## config.mk

```make
export PLATFORM = sky130hd
export DESIGN_NAME = tdc_pulse_sequencer
export DESIGN_NICKNAME = d
export VERILOG_FILES = /design/src/rtl/tdc_pkg.sv /design/src/rtl/tdc_sync_edge.sv /design/src/rtl/tdc_pulse_sequencer.sv
export SDC_FILE = /design/constraint.sdc
export NUM_CORES = 1
export LEC_CHECK = 0
export CORE_UTILIZATION = 45
export DETAILED_ROUTE_END_ITERATION = 16
export GPL_TIMING_DRIVEN = 1
export PLACE_DENSITY = 0.71
export SLEW_MARGIN = 15
export SYNTH_ARGS = -nofsm -noshare
export SYNTH_HDL_FRONTEND = slang
export SYNTH_HIERARCHICAL = 1
export SYNTH_SLANG_ARGS = --single-unit
```

## constraint.sdc

```tcl
create_clock -name clk -period 2.45 [get_ports clk]
set_input_delay 0.735 -clock clk [delete_from_list [all_inputs] [get_ports clk]]
set_output_delay 0.735 -clock clk [all_outputs]
set_load 0.01 [all_outputs]
```

## src/rtl/tdc_pkg.sv

```systemverilog
// Shared definitions for the TDC front end, counter and readout stages:
// FSM state encoding and default widths.
package tdc_pkg;

  // Default configuration shared by the TDC stages
  localparam int unsigned TDC_SYNC_STAGES = 2;
  localparam int unsigned TDC_TMO_W       = 16;
  localparam int unsigned TDC_TIMEOUT     = 1000;
  localparam int unsigned TDC_DEAD_CYCLES = 8;
  localparam int unsigned TDC_CNT_W       = 16;

  // Sequencer state encoding (kept as plain constants for legacy tools)
  localparam logic [1:0] ST_IDLE      = 2'd0;
  localparam logic [1:0] ST_WAIT_STOP = 2'd1;
  localparam logic [1:0] ST_DEAD      = 2'd2;

endpackage

```

## src/rtl/tdc_sync_edge.sv

```systemverilog
// Synchroniser plus rising-edge detector for one asynchronous discriminator
// level. Chain and history flop reset to 1 so a level already high when reset
// is released does not look like a fresh edge.
module tdc_sync_edge #(
  parameter int unsigned SYNC_STAGES = 2
) (
  input  logic clk,
  input  logic rst_n,
  input  logic din,
  output logic rise
);

  logic [SYNC_STAGES-1:0] sync_r;
  logic                   hist_r;

  // Shift the async level through the synchroniser and keep last synced value
  always_ff @(posedge clk or negedge rst_n) begin
    if (!rst_n) begin
      sync_r <= {SYNC_STAGES{1'b1}};
      hist_r <= 1'b1;
    end else begin
      sync_r <= {sync_r[SYNC_STAGES-2:0], din};
      hist_r <= sync_r[SYNC_STAGES-1];
    end
  end

  // Rising edge of the synchronised level; the consumer registers it
  assign rise = sync_r[SYNC_STAGES-1] & ~hist_r;

endmodule

```

## src/rtl/tdc_pulse_sequencer.sv

```systemverilog
// TDC front end: turns synchronised start/stop discriminator edges into clean
// one-cycle start_pulse/stop_pulse, enforcing start-before-stop ordering, a
// measurement timeout and a post-stop dead time. Saturating event counters
// are kept for run monitoring.
module tdc_pulse_sequencer
  import tdc_pkg::*;
#(
  parameter int unsigned SYNC_STAGES    = TDC_SYNC_STAGES,
  parameter int unsigned TMO_W          = TDC_TMO_W,
  parameter int unsigned TIMEOUT_CYCLES = TDC_TIMEOUT,
  parameter int unsigned DEAD_CYCLES    = TDC_DEAD_CYCLES,
  parameter int unsigned CNT_W          = TDC_CNT_W
) (
  input  logic             clk,
  input  logic             rst_n,
  input  logic             enable,
  input  logic             cnt_clr,
  input  logic             start_in,
  input  logic             stop_in,
  output logic             start_pulse,
  output logic             stop_pulse,
  output logic             forced_stop,
  output logic             busy,
  output logic [CNT_W-1:0] n_start,
  output logic [CNT_W-1:0] n_stop,
  output logic [CNT_W-1:0] n_forced
);

  // Dead-time counter only needs to reach DEAD_CYCLES-1
  localparam int unsigned DEAD_W = (DEAD_CYCLES > 1) ? $clog2(DEAD_CYCLES) : 1;
  localparam logic [TMO_W-1:0]  TMO_LAST  = TMO_W'(TIMEOUT_CYCLES - 1);
  localparam logic [DEAD_W-1:0] DEAD_LAST = DEAD_W'(DEAD_CYCLES - 1);

  logic              start_rise_s;
  logic              stop_rise_s;
  logic [1:0]        state_r, state_s;
  logic [TMO_W-1:0]  timer_r, timer_s;
  logic [DEAD_W-1:0] dead_r, dead_s;
  logic              start_s, stop_s, forced_s;
  logic              start_pulse_r, stop_pulse_r, forced_stop_r, busy_r;
  logic [CNT_W-1:0]  n_start_r, n_stop_r, n_forced_r;

  // Saturating increment: counters stick at all-ones instead of wrapping
  function automatic logic [CNT_W-1:0] sat_inc(input logic [CNT_W-1:0] v);
    if (v == {CNT_W{1'b1}}) begin
      sat_inc = v;
    end else begin
      sat_inc = v + CNT_W'(1);
    end
  endfunction

  tdc_sync_edge #(.SYNC_STAGES(SYNC_STAGES)) u_sync_start (
    .clk  (clk),
    .rst_n(rst_n),
    .din  (start_in),
    .rise (start_rise_s)
  );

  tdc_sync_edge #(.SYNC_STAGES(SYNC_STAGES)) u_sync_stop (
    .clk  (clk),
    .rst_n(rst_n),
    .din  (stop_in),
    .rise (stop_rise_s)
  );

  // Next-state, timer and pulse decision for the measurement sequencer
  always_comb begin
    state_s  = state_r;
    timer_s  = timer_r;
    dead_s   = dead_r;
    start_s  = 1'b0;
    stop_s   = 1'b0;
    forced_s = 1'b0;
    case (state_r)
      ST_IDLE: begin
        // A stop edge in the same cycle as the start is simply dropped
        if (enable && start_rise_s) begin
          start_s = 1'b1;
          timer_s = {TMO_W{1'b0}};
          state_s = ST_WAIT_STOP;
        end else begin
          state_s = ST_IDLE;
        end
      end
      ST_WAIT_STOP: begin
        // Abort beats a real stop, and a real stop beats the timeout
        if (!enable) begin
          stop_s   = 1'b1;
          forced_s = 1'b1;
          timer_s  = {TMO_W{1'b0}};
          dead_s   = {DEAD_W{1'b0}};
          state_s  = ST_DEAD;
        end else if (stop_rise_s) begin
          stop_s   = 1'b1;
          forced_s = 1'b0;
          timer_s  = {TMO_W{1'b0}};
          dead_s   = {DEAD_W{1'b0}};
          state_s  = ST_DEAD;
        end else if (timer_r == TMO_LAST) begin
          stop_s   = 1'b1;
          forced_s = 1'b1;
          timer_s  = {TMO_W{1'b0}};
          dead_s   = {DEAD_W{1'b0}};
          state_s  = ST_DEAD;
        end else begin
          timer_s  = timer_r + TMO_W'(1);
        end
      end
      ST_DEAD: begin
        if (dead_r == DEAD_LAST) begin
          dead_s  = {DEAD_W{1'b0}};
          state_s = ST_IDLE;
        end else begin
          dead_s  = dead_r + DEAD_W'(1);
        end
      end
      default: begin
        timer_s = {TMO_W{1'b0}};
        dead_s  = {DEAD_W{1'b0}};
        state_s = ST_IDLE;
      end
    endcase
  end

  // Sequencer state and registered one-cycle pulses/flags
  always_ff @(posedge clk or negedge rst_n) begin
    if (!rst_n) begin
      state_r       <= ST_IDLE;
      timer_r       <= {TMO_W{1'b0}};
      dead_r        <= {DEAD_W{1'b0}};
      start_pulse_r <= 1'b0;
      stop_pulse_r  <= 1'b0;
      forced_stop_r <= 1'b0;
      busy_r        <= 1'b0;
    end else begin
      state_r       <= state_s;
      timer_r       <= timer_s;
      dead_r        <= dead_s;
      start_pulse_r <= start_s;
      stop_pulse_r  <= stop_s;
      forced_stop_r <= stop_s & forced_s;
      busy_r        <= (state_s != ST_IDLE);
    end
  end

  // Saturating event counters; a clear wins over a same-cycle increment
  always_ff @(posedge clk or negedge rst_n) begin
    if (!rst_n) begin
      n_start_r  <= {CNT_W{1'b0}};
      n_stop_r   <= {CNT_W{1'b0}};
      n_forced_r <= {CNT_W{1'b0}};
    end else if (cnt_clr) begin
      n_start_r  <= {CNT_W{1'b0}};
      n_stop_r   <= {CNT_W{1'b0}};
      n_forced_r <= {CNT_W{1'b0}};
    end else begin
      if (start_s) begin
        n_start_r <= sat_inc(n_start_r);
      end
      if (stop_s && !forced_s) begin
        n_stop_r <= sat_inc(n_stop_r);
      end
      if (stop_s && forced_s) begin
        n_forced_r <= sat_inc(n_forced_r);
      end
    end
  end

  assign start_pulse = start_pulse_r;
  assign stop_pulse  = stop_pulse_r;
  assign forced_stop = forced_stop_r;
  assign busy        = busy_r;
  assign n_start     = n_start_r;
  assign n_stop      = n_stop_r;
  assign n_forced    = n_forced_r;

endmodule
```

==> flow_metrics.env, run 1 <==
export IMPL_outcome="finished clean"
export IMPL_clock_skew_final_ns=0.0119
export IMPL_seq_area_frac_synth=0.488
export IMPL_ys_warn_count=6
export IMPL_std_cell_rows=34
export IMPL_portBuffers=57
export IMPL_critPathKind="in -> reg"
export IMPL_ant_nets=0
export IMPL_cts_max_path_buffers=2
export IMPL_crit_family="simple AND/OR/NAND/NOR gates"
export IMPL_htreeDepth=3
export IMPL_setup_violations=0
export IMPL_grt_start_max_net_pins=41
export IMPL_numCtsBuffers=9
export IMPL_grt_ovfl_total=0
export IMPL_clk_pin_slew_ns=0.09
export IMPL_cts_root_buf="clkbuf_8"
export IMPL_antenna_found_initial=0
export IMPL_syn_nets=439
export IMPL_dp_hpwl_um=6440
export IMPL_cp_required_ns=2.72
export IMPL_synth_top_area_share=0.449
export IMPL_synth_top_area_cell="dfrtp_1"
export IMPL_clock_fmax_ghz=0.432
export IMPL_first_pass_iters=4
export IMPL_cp_slowest_cell="clkdlybuf4s50_1"
export IMPL_syn_area_sq_mm=0.00407
export IMPL_cp_end_kind="flop"
export IMPL_synth_ff_type="dfrtp_1"
export IMPL_wl_met2_um=4350
export IMPL_via_count=3498
export IMPL_ys_ff_latch=79
export IMPL_dpl_cell_area_sq_mm=0.00491
export IMPL_power_leakage_uw=0.00208
export IMPL_detail_route_wl_per_cell_um=14.8
export IMPL_synth_common_cells="dfrtp_1 (73), nor2_1 (46), o21ai_0 (32)"
export IMPL_start_util=0.467
export IMPL_routed_wl_um=9100
export IMPL_grt_first_pass_wirelength_um=15600
export IMPL_place_gp_congestion=0.833
export IMPL_rsz0062_at_grt="no"
export IMPL_path_buf_inv=1
export IMPL_clkLatencyLatePin_ns=0.35
export IMPL_cp_start_kind="input port"
export IMPL_critPathMaxStageDelay_ns=0.55
export IMPL_fp_dieArea_sq_mm=0.00943
export IMPL_io_pins=58
export IMPL_met3_length_um=330
export IMPL_post_synth_inst_count=427
export IMPL_cts_tree="done"
export IMPL_crit_chain="clkdlybuf4s50_1 > nand2b_1 > or2_2 > or2_2 > or4_1 > o21ai_0"
export IMPL_coreArea_sq_mm=0.00872
export IMPL_p_total_uw=2760
export IMPL_drc=0
export IMPL_maxSlewViolCount=0
export IMPL_synth_distinct_cells=52
export IMPL_maxSlewHeadroom=0.631
export IMPL_synthTopCellsByArea="dfrtp_1 (45%), nor2_1 (4.2%), o21ai_0 (3.9%), dfstp_2 (3.9%), xor2_1 (3.7%)"
export IMPL_wl_met1_um=4290
export IMPL_critPathArrivalTime_ns=2.58
export IMPL_grt_total_usage=0.202
export IMPL_max_slew_worst_pin_slew_ns=0.549
export IMPL_top_layer_used="met4"
export IMPL_path_common_cell="or2_2"
export IMPL_post_cts_setup_buffers=0
export IMPL_viasPerCell=5.70
export IMPL_p_per_area_mw_per_mm2=539
export IMPL_finalInstanceArea_sq_mm=0.00512
export IMPL_synth_most_common_cell="dfrtp_1"
export IMPL_hold_buffers=0
export IMPL_finalCriticalPeriod_ns=2.31
export IMPL_crit_fanout=5
export IMPL_drt_iter0_drc=122
export IMPL_min_period_over_period=0.944
export IMPL_vdd_drop_max_mv=0.388
export IMPL_synthToLayoutAreaGrowth_pct=25.9
export IMPL_clock_sinks=79
export IMPL_layout_drive_gt1_share=0.111
export IMPL_synth_edf_count=0
export IMPL_finalSetupTns_ns=0
export IMPL_hold_violations=0
export IMPL_die_h_um=97.1
export IMPL_nets=513
export IMPL_syn_area_per_cell_sq_um=9.53
export IMPL_diodes=0
export IMPL_worstHoldPathType="in -> async"
export IMPL_cts_resized=0
export IMPL_fp_dieW_um=97.1
export IMPL_maxCapViolCount=0
export IMPL_async_flop_share=1.00
export IMPL_grt_pass1_vias=3321
[area by class of cell]
class | instances | area [sq um]
Clock inverter | 5 | 63.8
Sequential cell | 79 | 1980
Tap cell | 108 | 135
Multi-Input combinational cell | 316 | 1960
Clock buffer | 11 | 151
Inverter | 12 | 45.0
Fill cell | 740 | 3600
Timing Repair Buffer | 83 | 788
[cells in the final DEF, fill, tap and decap left out, types with 5 or more instances in the layout]
| cell | count |
|---|---|
| mux2i_1 | 6 |
| buf_4 | 25 |
| or3_1 | 11 |
| nor2_1 | 46 |
| clkdlybuf4s50_1 | 56 |
| and4_1 | 5 |
| nor3_1 | 10 |
| o2111ai_1 | 9 |
| o21ai_0 | 32 |
| nand2_1 | 30 |
| xor2_1 | 17 |
| nand3_1 | 24 |
| and3_1 | 8 |
| xnor2_1 | 8 |
| o31ai_1 | 6 |
| ha_1 | 6 |
| a21oi_1 | 23 |
| nand4_1 | 12 |
| dfrtp_1 | 73 |
| or4_1 | 7 |
| dfstp_2 | 6 |
| inv_1 | 12 |
| nor4_1 | 6 |
| clkbuf_8 | 11 |
[cells by family (layout without fill, tap and decap cells)]
logic type / count (synthesis) / after routing / synth area share
AO/OA/AOI/OAI: 97 / 97 / 0.150
flip-flops: 79 / 79 / 0.488
multiplexers: 8 / 8 / 0.0203
AND/OR/NAND/NOR: 180 / 180 / 0.238
adder cells (fa/ha/maj): 6 / 6 / 0.0184
buffers and inverters: 32 / 111 / 0.0317
XOR/XNOR: 25 / 25 / 0.0538
[worst paths after layout]
path	from	end	slack (ns)	depth (start not counted)
min in group clk	u_sync_stop/sync_r[0]	u_sync_stop/sync_r[1]	0.36	0
max	enable	timer_r[11]	0.14	6
max reg2reg	timer_r[4]	n_forced[10]	0.14	6
max in group asynchronous	rst_n	n_stop[10]	1.54	2
min	rst_n	n_start[7]	0.35	1
min reg2reg	u_sync_stop/sync_r[0]	u_sync_stop/sync_r[1]	0.36	0
[registers in the layout, summed over array words and instances (netlist names)]
name and cells:
busy 1, dead_r 3, forced_stop 1, n_forced 16
n_start 16, n_stop 16, start_pulse 1, state_r 2
stop_pulse 1, timer_r 16, u_sync_start/hist_r 1, u_sync_start/sync_r 2
u_sync_stop/hist_r 1, u_sync_stop/sync_r 2
[metal layers]
| metal | vias to the layer above | global-route usage |
|---|---|---|
| met1 | 1708 | 0.270 |
| met4 | 0 | 0.0689 |
| met5 | - | 0 |
| met3 | 13 | 0.0439 |
| met2 | 63 | 0.326 |
| li1 | 1714 | - |
[stage by stage]
stage / hold WS (ns) / cells / utilization / worst slack (ns)
6_report: 0.347 / 614 / 0.588 / 0.137
5_1_grt: 0.362 / 614 / 0.588 / 0.0193
3_3_place_gp: 0.347 / 598 / 0.563 / -0.138
3_5_place_dp: 0.347 / 598 / 0.563 / -0.219
4_1_cts: 0.359 / 614 / 0.588 / 0.123
2_1_floorplan: 0.345 / 427 / - / 0.106
[report_power, final]
group | switching [uW] | total, uW | internal, uW
clock network | 497 | 1030 | 534
registers | 63.1 | 1430 | 1370
logic | 167 | 303 | 136
total | 727 | 2760 | 2040
Note: power is estimated with default switching activity, not from simulation.
==> inputs of run 2 (changes only) <==
--- a/config.mk
+++ b/config.mk
@@ -7,8 +7,8 @@
 export LEC_CHECK = 0
 export CORE_UTILIZATION = 45
 export DETAILED_ROUTE_END_ITERATION = 16
+export DONT_BUFFER_PORTS = 1
 export GPL_TIMING_DRIVEN = 1
-export PLACE_DENSITY = 0.71
 export SLEW_MARGIN = 15
 export SYNTH_ARGS = -nofsm -noshare
 export SYNTH_HDL_FRONTEND = slang
==> flow_metrics.env, run 2 (synthesis results as in run 1) <==
export IMPL_mostFrequentLayoutCells="dfrtp_1 (73), nor2_1 (46), o21ai_0 (32)"
export IMPL_portBuffers=0
export IMPL_finalSetupTns_ns=0
export IMPL_pre_cts_slack_ns=0.122
export IMPL_place_gp_congestion=0.804
export IMPL_post_route_util=0.523
export IMPL_via_count=3302
export IMPL_outcome="finished clean"
export IMPL_maxSlewHeadroom=0.609
export IMPL_min_period_over_period=0.939
export IMPL_maxCapViolCount=0
export IMPL_placedCellCount=540
export IMPL_r2r_end="n_forced[0]"
export IMPL_critPathKind="reg -> reg"
export IMPL_ant_nets=0
export IMPL_start_util=0.467
export IMPL_hold_violations=0
export IMPL_reg2reg_depth=6
export IMPL_cts_max_path_buffers=2
export IMPL_crit_fanout=22
export IMPL_htreeDepth=3
export IMPL_cp_end_kind="flop"
export IMPL_power_leakage_uw=0.00189
export IMPL_setup_violations=0
export IMPL_grt_pass1_vias=3122
export IMPL_vdd_drop_max_mv=0.339
export IMPL_fp_dieArea_sq_mm=0.00943
export IMPL_num_fill_cells=838
export IMPL_worstHoldPathType="in -> async"
export IMPL_clock_fmax_ghz=0.435
export IMPL_viasPerCell=5.94
export IMPL_numCtsBuffers=9
export IMPL_post_cts_setup_buffers=0
export IMPL_clock_sinks=79
export IMPL_layout_commonest_cell="dfrtp_1"
export IMPL_drc=0
export IMPL_layout_drive_gt1_share=0.118
export IMPL_cp_start_kind="flop"
export IMPL_fin_ws_ns=0.151
export IMPL_clock_skew_final_ns=0.00860
export IMPL_clk_pin_slew_ns=0.09
export IMPL_grt_start_max_net_pins=80
export IMPL_p_per_area_mw_per_mm2=624
export IMPL_die_h_um=97.1
export IMPL_max_slew_worst_pin_slew_ns=0.581
export IMPL_first_pass_iters=4
export IMPL_std_cell_rows=34
export IMPL_fp_dieW_um=97.1
export IMPL_coreArea_sq_mm=0.00872
export IMPL_dpl_cell_area_sq_mm=0.00431
export IMPL_cts_resized=0
export IMPL_antenna_found_initial=0
export IMPL_dp_hpwl_um=6070
export IMPL_timing_rr_start="timer_r[3]"
export IMPL_rsz0062_at_grt="no"
export IMPL_fin_cells=556
export IMPL_finalCriticalPeriod_ns=2.30
export IMPL_synthToLayoutAreaGrowth_pct=12.1
export IMPL_clkLatencyLatePin_ns=0.35
export IMPL_maxSlewViolCount=0
export IMPL_cts_tree="done"
export IMPL_cts_root_buf="clkbuf_8"
export IMPL_r2r_slack_ns=0.15
export IMPL_finalInstanceArea_sq_mm=0.00456
export IMPL_hold_buffers=0
export IMPL_routed_wl_um=8830
export IMPL_grt_total_usage=0.199
export IMPL_critPathArrivalTime_ns=2.57
export IMPL_grt_first_pass_wirelength_um=15300
export IMPL_nets=455
export IMPL_grt_ovfl_total=0
export IMPL_cp_required_ns=2.72
export IMPL_diodes=0
export IMPL_detail_route_wl_per_cell_um=15.9
export IMPL_drt_iter0_drc=119
export IMPL_io_pins=58
[run 2: cell count changes in the layout (fill, tap and decap cells not counted)]
| cell | change |
|---|---|
| clkinv_4 | -2 |
| bufinv_16 | +2 |
| a21oi_2 | -1 |
| a21oi_4 | +1 |
| clkbuf_1 | +1 |
| clkbuf_8 | -1 |
| buf_12 | -2 |
| clkinv_2 | +1 |
| clkinvlp_4 | -1 |
| clkdlybuf4s50_1 | -56 |
[run 2: metrics by stage]
step,power [uW],hold slack (ns)
after detailed placement,1680,0.350
final,2850,0.0670
after CTS,2880,0.0491
after global placement,1670,0.346
after floorplan,1610,0.345
after global routing,2970,0.0343
[run 2: worst max-delay path, cell delays in order (launching register included)]
cell and delay, ns:
dfrtp_1 0.39, or4_4 0.55, nor4_4 0.36, a21oi_4 0.20, buf_4 0.20, or3_1 0.34
a21oi_1 0.17
[run 2: power breakdown]
| group | internal, uW | switching (uW) | leakage, uW |
|---|---|---|---|
| registers | 1370 | 58.5 | 0.00107 |
| clock network | 708 | 484 | 0.000124 |
| logic | 99.1 | 129 | 0.000693 |
| total | 2170 | 671 | 0.00189 |
[run 2: how the worst max path moves through the flow]
stage | from | depth (start not counted) | end
CTS | timer_r[3] | 6 | n_forced[0]
global route | timer_r[12] | 6 | n_forced[0]
floorplan | timer_r[3] | 6 | n_forced[12]
global placement | timer_r[3] | 6 | n_forced[1]
detailed placement | timer_r[3] | 6 | n_forced[0]
finish | timer_r[3] | 6 | n_forced[0]
[run 2: cell type report]
class	instances	area, sq um	share of cell area
Tap cell	108	135	0.0296
Sequential cell	79	1980	0.435
Clock buffer	11	141	0.0310
Timing Repair Buffer	25	188	0.0412
Multi-Input combinational cell	316	1960	0.430
Inverter	12	45.0	0.00988
Clock inverter	5	104	0.0228
[run 2: routing by layer]
layer  wire length [um]  GRT usage  share of wire  up-vias
li1                   -          -              -     1608
met1               4230      0.270           0.48     1608
met2               4010      0.305           0.45       74
met3                452     0.0453          0.051       12
met4                141     0.0896          0.016        0
met5                  0          0              0        -
